**config.mk**
```make
export PLATFORM = sky130hd
export DESIGN_NAME = mem_ctrl
export DESIGN_NICKNAME = d
export VERILOG_FILES = /design/src/rtl/mem_ctrl_pkg.sv /design/src/rtl/mem_ctrl.sv
export SDC_FILE = /design/constraint.sdc
export NUM_CORES = 1
export LEC_CHECK = 0
export CORE_MARGIN = 2
export CORE_UTILIZATION = 40
export DETAILED_ROUTE_END_ITERATION = 7
export GPL_TIMING_DRIVEN = 0
export PLACE_DENSITY = 0.76
export SYNTH_ARGS = -nofsm -noshare
export SYNTH_HDL_FRONTEND = slang
export SYNTH_SLANG_ARGS = --single-unit
```
**constraint.sdc**
```tcl
create_clock -name clk_in -period 7.2 [get_ports clk_in]
set_input_delay 1.44 -clock clk_in [delete_from_list [all_inputs] [get_ports clk_in]]
set_output_delay 1.44 -clock clk_in [all_outputs]
set_load 0.02 [all_outputs]
```
**src/rtl/mem_ctrl_pkg.sv**
```systemverilog
// Shared encodings for the byte-serial memory controller: access sizes,
// controller states and the default I/O window selector.
package mem_ctrl_pkg;

  localparam logic [1:0] SZ_B = 2'd0;
  localparam logic [1:0] SZ_H = 2'd1;
  localparam logic [1:0] SZ_W = 2'd2;

  localparam logic [1:0] IO_SEL_DEF = 2'b11;

  typedef enum logic [1:0] {
    IDLE,
    READ,
    WRITE
  } state_t;

  // Size code 3 is illegal and is serviced as a word.
  function automatic logic [2:0] size_bytes(input logic [1:0] sz);
    case (sz)
      SZ_B:    return 3'd1;
      SZ_H:    return 3'd2;
      SZ_W:    return 3'd4;
      default: return 3'd4;
    endcase
  endfunction

endpackage

```
**src/rtl/mem_ctrl.sv**
```systemverilog
// Byte-serial memory controller: arbitrates fetch and load/store requests and
// moves 1/2/4-byte little-endian accesses over the 8-bit RAM/UART bus.
module mem_ctrl
  import mem_ctrl_pkg::*;
#(
  parameter int unsigned ADDR_W = 32,
  parameter logic [1:0]  IO_SEL = IO_SEL_DEF
) (
  input  logic              clk_in,
  input  logic              rst_in,
  input  logic              rdy_in,
  input  logic              flush,
  input  logic              if_req,
  input  logic [ADDR_W-1:0] if_addr,
  output logic              if_done,
  output logic [31:0]       if_data,
  input  logic              ls_req,
  input  logic              ls_wr,
  input  logic [1:0]        ls_size,
  input  logic [ADDR_W-1:0] ls_addr,
  input  logic [31:0]       ls_wdata,
  output logic              ls_done,
  output logic [31:0]       ls_rdata,
  input  logic [7:0]        mem_din,
  output logic [7:0]        mem_dout,
  output logic [ADDR_W-1:0] mem_a,
  output logic              mem_wr,
  input  logic              io_buffer_full
);

  state_t            state_q, state_d;
  logic [ADDR_W-1:0] base_q;
  logic [31:0]       wdata_q;
  logic [31:0]       asm_q;
  logic [31:0]       merged;
  logic [2:0]        n_q;
  logic [2:0]        idx_q;
  logic [2:0]        idx_nxt;
  logic [2:0]        first_idx;
  logic              vld_q;
  logic              stale_q;
  logic              fetch_q;
  logic              accept;
  logic              io_hit;
  logic              wr_fire;
  logic              last_wr;
  logic              cap_last;
  logic [7:0]        nxt_byte;

  // idx_q is the byte index currently on mem_a; vld_q marks that mem_din
  // holds byte idx_q-1 this cycle.
  assign io_hit    = (mem_a[17:16] == IO_SEL);
  assign wr_fire   = (state_q == WRITE) && rdy_in && !(io_hit && io_buffer_full);
  assign mem_wr    = wr_fire;
  assign accept    = (state_q == IDLE) && rdy_in && !flush && !if_done && !ls_done
                     && (ls_req || if_req);
  assign idx_nxt   = idx_q + 3'd1;
  assign first_idx = idx_q - {2'b00, vld_q};
  assign last_wr   = (idx_q == n_q - 3'd1);
  assign cap_last  = vld_q && (idx_q == n_q);

  always_comb begin
    merged = asm_q;
    case (idx_q)
      3'd1:    merged[7:0]   = mem_din;
      3'd2:    merged[15:8]  = mem_din;
      3'd3:    merged[23:16] = mem_din;
      3'd4:    merged[31:24] = mem_din;
      default: merged = asm_q;
    endcase
  end

  always_comb begin
    case (idx_nxt[1:0])
      2'd0:    nxt_byte = wdata_q[7:0];
      2'd1:    nxt_byte = wdata_q[15:8];
      2'd2:    nxt_byte = wdata_q[23:16];
      default: nxt_byte = wdata_q[31:24];
    endcase
  end

  always_comb begin
    state_d = state_q;
    case (state_q)
      IDLE:  if (accept) state_d = (ls_req && ls_wr) ? WRITE : READ;
      READ:  if (rdy_in && (flush || (!stale_q && cap_last))) state_d = IDLE;
      WRITE: if (wr_fire && last_wr) state_d = IDLE;
      default: state_d = IDLE;
    endcase
  end

  always_ff @(posedge clk_in or posedge rst_in) begin
    if (rst_in) state_q <= IDLE;
    else        state_q <= state_d;
  end

  always_ff @(posedge clk_in or posedge rst_in) begin
    if (rst_in) begin
      if_done  <= 1'b0;
      ls_done  <= 1'b0;
      if_data  <= '0;
      ls_rdata <= '0;
      mem_a    <= '0;
      mem_dout <= '0;
      base_q   <= '0;
      wdata_q  <= '0;
      asm_q    <= '0;
      n_q      <= '0;
      idx_q    <= '0;
      vld_q    <= 1'b0;
      stale_q  <= 1'b0;
      fetch_q  <= 1'b0;
    end else if (!rdy_in) begin
      // Byte in flight is lost while paused; rewind on the first ready cycle.
      if (state_q == READ) stale_q <= 1'b1;
    end else begin
      if_done <= 1'b0;
      ls_done <= 1'b0;
      case (state_q)
        IDLE: begin
          if (accept) begin
            base_q  <= ls_req ? ls_addr : if_addr;
            mem_a   <= ls_req ? ls_addr : if_addr;
            n_q     <= ls_req ? size_bytes(ls_size) : 3'd4;
            fetch_q <= !ls_req;
            wdata_q <= ls_wdata;
            idx_q   <= '0;
            vld_q   <= 1'b0;
            stale_q <= 1'b0;
            asm_q   <= '0;
            if (ls_req && ls_wr) mem_dout <= ls_wdata[7:0];
          end
        end
        READ: begin
          if (flush) begin
            stale_q <= 1'b0;
          end else if (stale_q) begin
            idx_q   <= first_idx;
            mem_a   <= base_q + ADDR_W'(first_idx);
            vld_q   <= 1'b0;
            stale_q <= 1'b0;
          end else begin
            if (vld_q) asm_q <= merged;
            if (cap_last) begin
              if (fetch_q) begin
                if_data <= merged;
                if_done <= 1'b1;
              end else begin
                ls_rdata <= merged;
                ls_done  <= 1'b1;
              end
            end else begin
              vld_q <= 1'b1;
              idx_q <= idx_nxt;
              // Never address past the last requested byte (no I/O over-read).
              if (idx_nxt < n_q) mem_a <= base_q + ADDR_W'(idx_nxt);
            end
          end
        end
        WRITE: begin
          if (wr_fire) begin
            if (last_wr) begin
              ls_done <= 1'b1;
            end else begin
              idx_q    <= idx_nxt;
              mem_a    <= base_q + ADDR_W'(idx_nxt);
              mem_dout <= nxt_byte;
            end
          end
        end
        default: ;
      endcase
    end
  end

endmodule

```
==> impl_metrics.json, run 1 <==
{
  "arrival_ns": 3.38,
  "grt_pass1_vias": 9854,
  "cts_max_path_buffers": 3,
  "postSynthAreaPerCell_um2": 10.20,
  "areaGrowthSynthToFinish_pct": 31.74,
  "stdcell_area_um2": 14740,
  "skew_ns": 0.01705,
  "grt_max_degree": 45,
  "maxSlewViolCount": 0,
  "placedCellCount": 1700,
  "start_kind": "input pin",
  "crit_path_max_fanout": 10,
  "total_power_mw": 6.210,
  "hp-class": "reg2reg",
  "required_ns": 5.76,
  "status": "finished, final reports clean",
  "wl_per_cell_um": 21.06,
  "hold_viol_final": 0,
  "timing.hold.ws_ns": 0.4820,
  "root_buffer": "clkbuf_16",
  "fillers": 2503,
  "grt_usage_pct": 24.95,
  "fin_nets": 1486,
  "finalSetupTns_ns": 0,
  "cts_resized": 0,
  "n_antenna_cell": 0,
  "synth_cell_types": 70,
  "row_count": 61,
  "whs_path_depth": 2,
  "yosysWarnings": 0,
  "drive_gt1_share_pct": 12.25,
  "start_util_pct": 40.49,
  "drtIter0Drc": 921,
  "drv_cap": 0,
  "netlist_area_um2": 11190,
  "synth_nets": 1236,
  "slew_headroom_pct": 25.28,
  "multi_input_area_um2": 5396,
  "period_minus_slack_ns": 4.819,
  "antenna_found_initial": 1,
  "max_freq_ghz": 0.2075,
  "ir_drop_v": 0.0001566,
  "synth_ff_type": "dfrtp_1",
  "reg2reg_depth": 10,
  "worstSetupPathType": "in2out",
  "core_um2": 27630,
  "drc_errors": 0,
  "clk_latency_ns": 0.54,
  "clk_pin_slew_ns": 0.06,
  "cts_hold_buffers": 0,
  "dieArea_um2": 29320,
  "clock-sinks": 213,
  "globalRoute.totalOverflow": 0,
  "p_per_area_nw_per_um2": 421.4,
  "wl_um": 36670,
  "fp.dieW_um": 171.2,
  "final_antenna_net_count": 0,
  "postCtsSetupRepairBufs": 0,
  "vias_per_cell": 5.666,
  "place_ws_ns": 2.410,
  "final_util_pct": 53.34,
  "cts_tree": "done",
  "stdcell_count": 1741,
  "grt_pass1_wl_um": 56740,
  "layout_commonest_cell": "clkdlybuf4s50_1",
  "tightestPinTransition_ns": 1.121,
  "cts.htree.levels": 1,
  "layout_common_cells": "clkdlybuf4s50_1, dfrtp_1, nand2_1",
  "ys_seq_area_share_pct": 47.65,
  "p_leak_nw": 6.390,
  "post_dp_cell_area_um2": 13960,
  "ios": 221,
  "hpwl_um": 27060,
  "synth-edff-count": 0,
  "num_vias": 9865,
  "rsz0062_at_grt": "false",
  "crit_path_end_kind": "output port",
  "setup_slack_ns": 2.381,
  "port-buffer-count": 220,
  "dr.pass1.iters": 6,
  "cts_inserted_buffers": 23,
  "min_period_over_period_pct": 66.93,
  "die_y_um": 171.2,
  "setup_viol": 0,
  "yosys_register_bits": 213,
  "regArea_um2": 5330,
  "synth_cells": 1097,
  "async_reset_ff_share_pct": 100.0,
  "routabilityCongestion": 0.9510
}
[cell usage after synthesis, types with 3 or more instances]
master | count | area [um2]
and3_1 | 13 | 81.33
a41oi_1 | 4 | 35.03
buf_6 | 7 | 78.83
buf_1 | 6 | 22.52
a31oi_1 | 11 | 68.82
nand3_1 | 34 | 170.2
a22oi_1 | 3 | 22.52
nor2_1 | 53 | 198.9
mux2i_1 | 64 | 640.6
o221ai_1 | 3 | 26.28
buf_2 | 13 | 65.06
xor2_1 | 4 | 35.03
a21o_1 | 6 | 45.04
clkbuf_1 | 35 | 131.4
nor3_1 | 9 | 45.04
o2bb2ai_1 | 11 | 96.34
and2_1 | 9 | 56.30
a21oi_1 | 64 | 320.3
o21ai_1 | 4 | 20.02
dfrtp_1 | 213 | 5330
mux2_1 | 11 | 123.9
nor4_1 | 5 | 31.28
mux2_2 | 84 | 945.9
xnor2_1 | 9 | 78.83
a221oi_1 | 6 | 52.55
nand4_1 | 16 | 100.1
o21ai_0 | 100 | 500.5
and4_1 | 3 | 26.28
or2_2 | 5 | 31.28
inv_1 | 32 | 120.1
o22ai_1 | 6 | 37.54
o311ai_0 | 6 | 52.55
nor2b_1 | 5 | 31.28
a22o_1 | 7 | 61.31
a211oi_1 | 6 | 45.04
a222oi_1 | 8 | 80.08
nand2_1 | 144 | 540.5
ha_1 | 23 | 287.8
buf_4 | 5 | 37.54
o31ai_1 | 10 | 75.07
[layer usage]
layer	GRT usage (%)	vias to the layer above	wire, um
met5	0	-	14
met4	6.595	2	900
met3	5.775	70	3088
met2	38.92	411	16650
met1	35.02	4898	16020
li1	-	4484	-
[flip-flops by register name (all words and copies together), names as in the netlist, 2 cells and up]
register  flops
state_q       2
idx_q         3
if_data      32
mem_a        32
asm_q        32
base_q       32
ls_rdata     32
n_q           3
wdata_q      32
mem_dout      8
[final timing paths]
kind	startpoint	to	slack, ns
min in group asynchronous	rst_in	mem_a[12]	1.22
hold / removal	asm_q[18]	asm_q[18]	0.48
setup / recovery	rdy_in	mem_wr	2.38
max in group asynchronous	rst_in	if_data[5]	4.86
setup reg to reg	idx_q[0]	mem_a[26]	3.54
hold reg to reg	asm_q[18]	asm_q[18]	0.48
[final cells by class]
cell class                      count  area share [%]
Buffer                             66           2.275
Clock buffer                       35           4.551
Clock inverter                      6          0.6877
Inverter                           33          0.8660
Multi-Input combinational cell    785           36.62
Sequential cell                   213           36.17
Tap cell                          378           3.209
Timing Repair Buffer              225           15.62
[critical path, cell delays in order]
cell and delay, ns:
clkdlybuf4s50_1 0.47, clkbuf_1 0.32, inv_1 0.17, nor3_1 0.28
clkdlybuf4s50_1 0.69
[kinds of logic after synthesis]
family | Yosys count | share of synthesized area, %
XOR/XNOR | 14 | 1.219
adder cells (fa/ha/maj) | 25 | 2.931
flip-flops | 213 | 47.65
AO/OA/AOI/OAI | 276 | 15.75
multiplexers | 159 | 15.29
buffers and inverters | 99 | 4.105
AND/OR/NAND/NOR | 311 | 13.05
[where the power goes]
part / switching (mW) / total, mW / leakage (nW) / internal (mW)
Sequential: 0.355 / 1.98 / 2.75 / 1.62
Combinational: 1.78 / 3.01 / 3.26 / 1.22
Clock: 0.507 / 1.22 / 0.374 / 0.718
Note: power is estimated with default switching activity, not from simulation.
==> run 2: changes to the inputs <==
--- a/config.mk
+++ b/config.mk
@@ -9,7 +9,7 @@
 export CORE_UTILIZATION = 40
 export DETAILED_ROUTE_END_ITERATION = 7
 export GPL_TIMING_DRIVEN = 0
-export PLACE_DENSITY = 0.76
+export PLACE_DENSITY = 0.73
 export SYNTH_ARGS = -nofsm -noshare
 export SYNTH_HDL_FRONTEND = slang
 export SYNTH_SLANG_ARGS = --single-unit
==> constraint.sdc (replaced) <==
create_clock -name clk_in -period 4.5 [get_ports clk_in]
set_input_delay 0.9 -clock clk_in [delete_from_list [all_inputs] [get_ports clk_in]]
set_output_delay 0.9 -clock clk_in [all_outputs]
set_load 0.02 [all_outputs]
==> run 2 against run 1 <==
  * Clock skew is 0.00064 ns higher
  * Cell count is the same
  * Wire length grew 0.27%
  * Critical path type unchanged
  * Largest power group unchanged
==> impl_metrics.json, run 2 (synthesized netlist as in run 1, its figures left out) <==
{
  "drtIter0Drc": 887,
  "final_util_pct": 53.24,
  "whs_path_depth": 2,
  "dr.pass1.iters": 5,
  "max_freq_ghz": 0.2624,
  "arrival_ns": 2.91,
  "clk_latency_ns": 0.54,
  "cts_tree": "done",
  "tightestPinTransition_ns": 1.087,
  "globalRoute.totalOverflow": 0,
  "layout_commonest_cell": "clkdlybuf4s50_1",
  "p_per_area_nw_per_um2": 669.4,
  "vias_per_cell": 5.652,
  "crit_path_max_fanout": 10,
  "wl_per_cell_um": 21.12,
  "grt_pass1_vias": 9763,
  "fp.dieW_um": 171.2,
  "cts_resized": 0,
  "timing.hold.ws_ns": 0.4819,
  "cts.htree.levels": 1,
  "dieArea_um2": 29320,
  "cts_max_path_buffers": 3,
  "grt_max_degree": 44,
  "antenna_found_initial": 0,
  "clock-sinks": 213,
  "rsz0062_at_grt": "false",
  "maxSlewViolCount": 0,
  "power_frac_comb_pct": 48.7,
  "status": "finished, final reports clean",
  "min_from": "asm_q[21]",
  "row_count": 61,
  "root_buffer": "clkbuf_16",
  "crit_path_end_kind": "output port",
  "r2r_slack_ns": 0.89,
  "grt_pass1_wl_um": 56150,
  "hold_viol_final": 0,
  "ir_drop_v": 0.0003183,
  "start_util_pct": 40.49,
  "fillers": 2554,
  "clk_pin_slew_ns": 0.06,
  "swShare_pct": 42.71,
  "core_um2": 27630,
  "fin_nets": 1486,
  "drc_errors": 0,
  "required_ns": 3.60,
  "die_y_um": 171.2,
  "startpoint": "rdy_in",
  "cts_inserted_buffers": 23,
  "drive_gt1_share_pct": 12.47,
  "areaGrowthSynthToFinish_pct": 31.50,
  "cts_hold_buffers": 0,
  "post_dp_cell_area_um2": 13960,
  "whs_endpoint": "asm_q[21]",
  "routabilityCongestion": 0.9871,
  "switching_power_mw": 4.206,
  "intPower_mw": 5.641,
  "grt_usage_pct": 24.89,
  "port-buffer-count": 220,
  "ios": 221,
  "rr_endpoint": "mem_a[28]",
  "layout_common_cells": "clkdlybuf4s50_1, dfrtp_1, nand2_1",
  "n_antenna_cell": 0,
  "start_kind": "input pin",
  "stdcell_area_um2": 14710,
  "period_minus_slack_ns": 3.811,
  "p_leak_nw": 6.391,
  "setup_viol": 0,
  "clock_power_share_pct": 19.0,
  "setup_slack_ns": 0.6891,
  "slew_headroom_pct": 26.74,
  "postCtsSetupRepairBufs": 0,
  "place_ws_ns": 0.7115,
  "hpwl_um": 27470,
  "wl_um": 36770,
  "skew_ns": 0.01769,
  "num_vias": 9841,
  "pwr-share-seq_pct": 32.3,
  "drv_cap": 0,
  "hp-class": "reg2reg",
  "reg2reg_depth": 11,
  "min_period_over_period_pct": 84.69,
  "reg2reg_from": "idx_q[0]",
  "worstSetupPathType": "in2out",
  "final_antenna_net_count": 0
}
## run 2: stage by stage
| step | power, mW | setup TNS (ns) | cells |
|---|---|---|---|
| after floorplan | 6.012 | 0 | 1097 |
| after global placement | 7.825 | -164.60 | 1695 |
| after detailed placement | 7.913 | 0 | 1700 |
| after CTS | 9.824 | 0 | 1741 |
| after global routing | 10.43 | 0 | 1741 |
| final | 9.846 | 0 | 1741 |
## run 2: how the worst max path moves through the flow
stage                             end  slack (ns)  cells past startpoint
after detailed placement       mem_wr        0.71                      5
final                          mem_wr        0.69                      5
after global placement    mem_dout[3]       -0.80                      2
after global routing           mem_wr        0.62                      5
after CTS                      mem_wr        0.71                      5
after floorplan              asm_q[0]        0.83                      1
## run 2: final cells by class
class / count / area (um2) / area share, %
Multi-Input combinational cell: 785 / 5396 / 36.69
Sequential cell: 213 / 5330 / 36.24
Timing Repair Buffer: 225 / 2302 / 15.65
Clock buffer: 32 / 659.4 / 4.483
Tap cell: 378 / 473.0 / 3.215
Buffer: 66 / 335.3 / 2.280
Inverter: 33 / 127.6 / 0.8676
Clock inverter: 9 / 85.08 / 0.5784
## run 2: worst max-delay path, stage by stage
cell	delay, ns
clkdlybuf4s50_1	0.47
clkbuf_1	0.31
inv_1	0.17
nor3_1	0.33
clkdlybuf4s50_1	0.72
## run 2: power groups by stage
stage               Combinational, mW  Sequential [mW]  Clock (mW)
finish                           4.79             3.18        1.87
global route                     5.19             3.25        1.98
CTS                              4.75             3.16        1.91
detailed placement               4.72             3.19           0
global placement                 4.66             3.17           0
floorplan                        2.64             3.37           0
## run 2: routing by layer
metal	wire [um]	up-vias	track usage [%]
li1	-	4484	-
met1	16530	4856	35.54
met2	16360	442	39.25
met3	3012	59	3.981
met4	859	0	7.038
met5	0	-	0
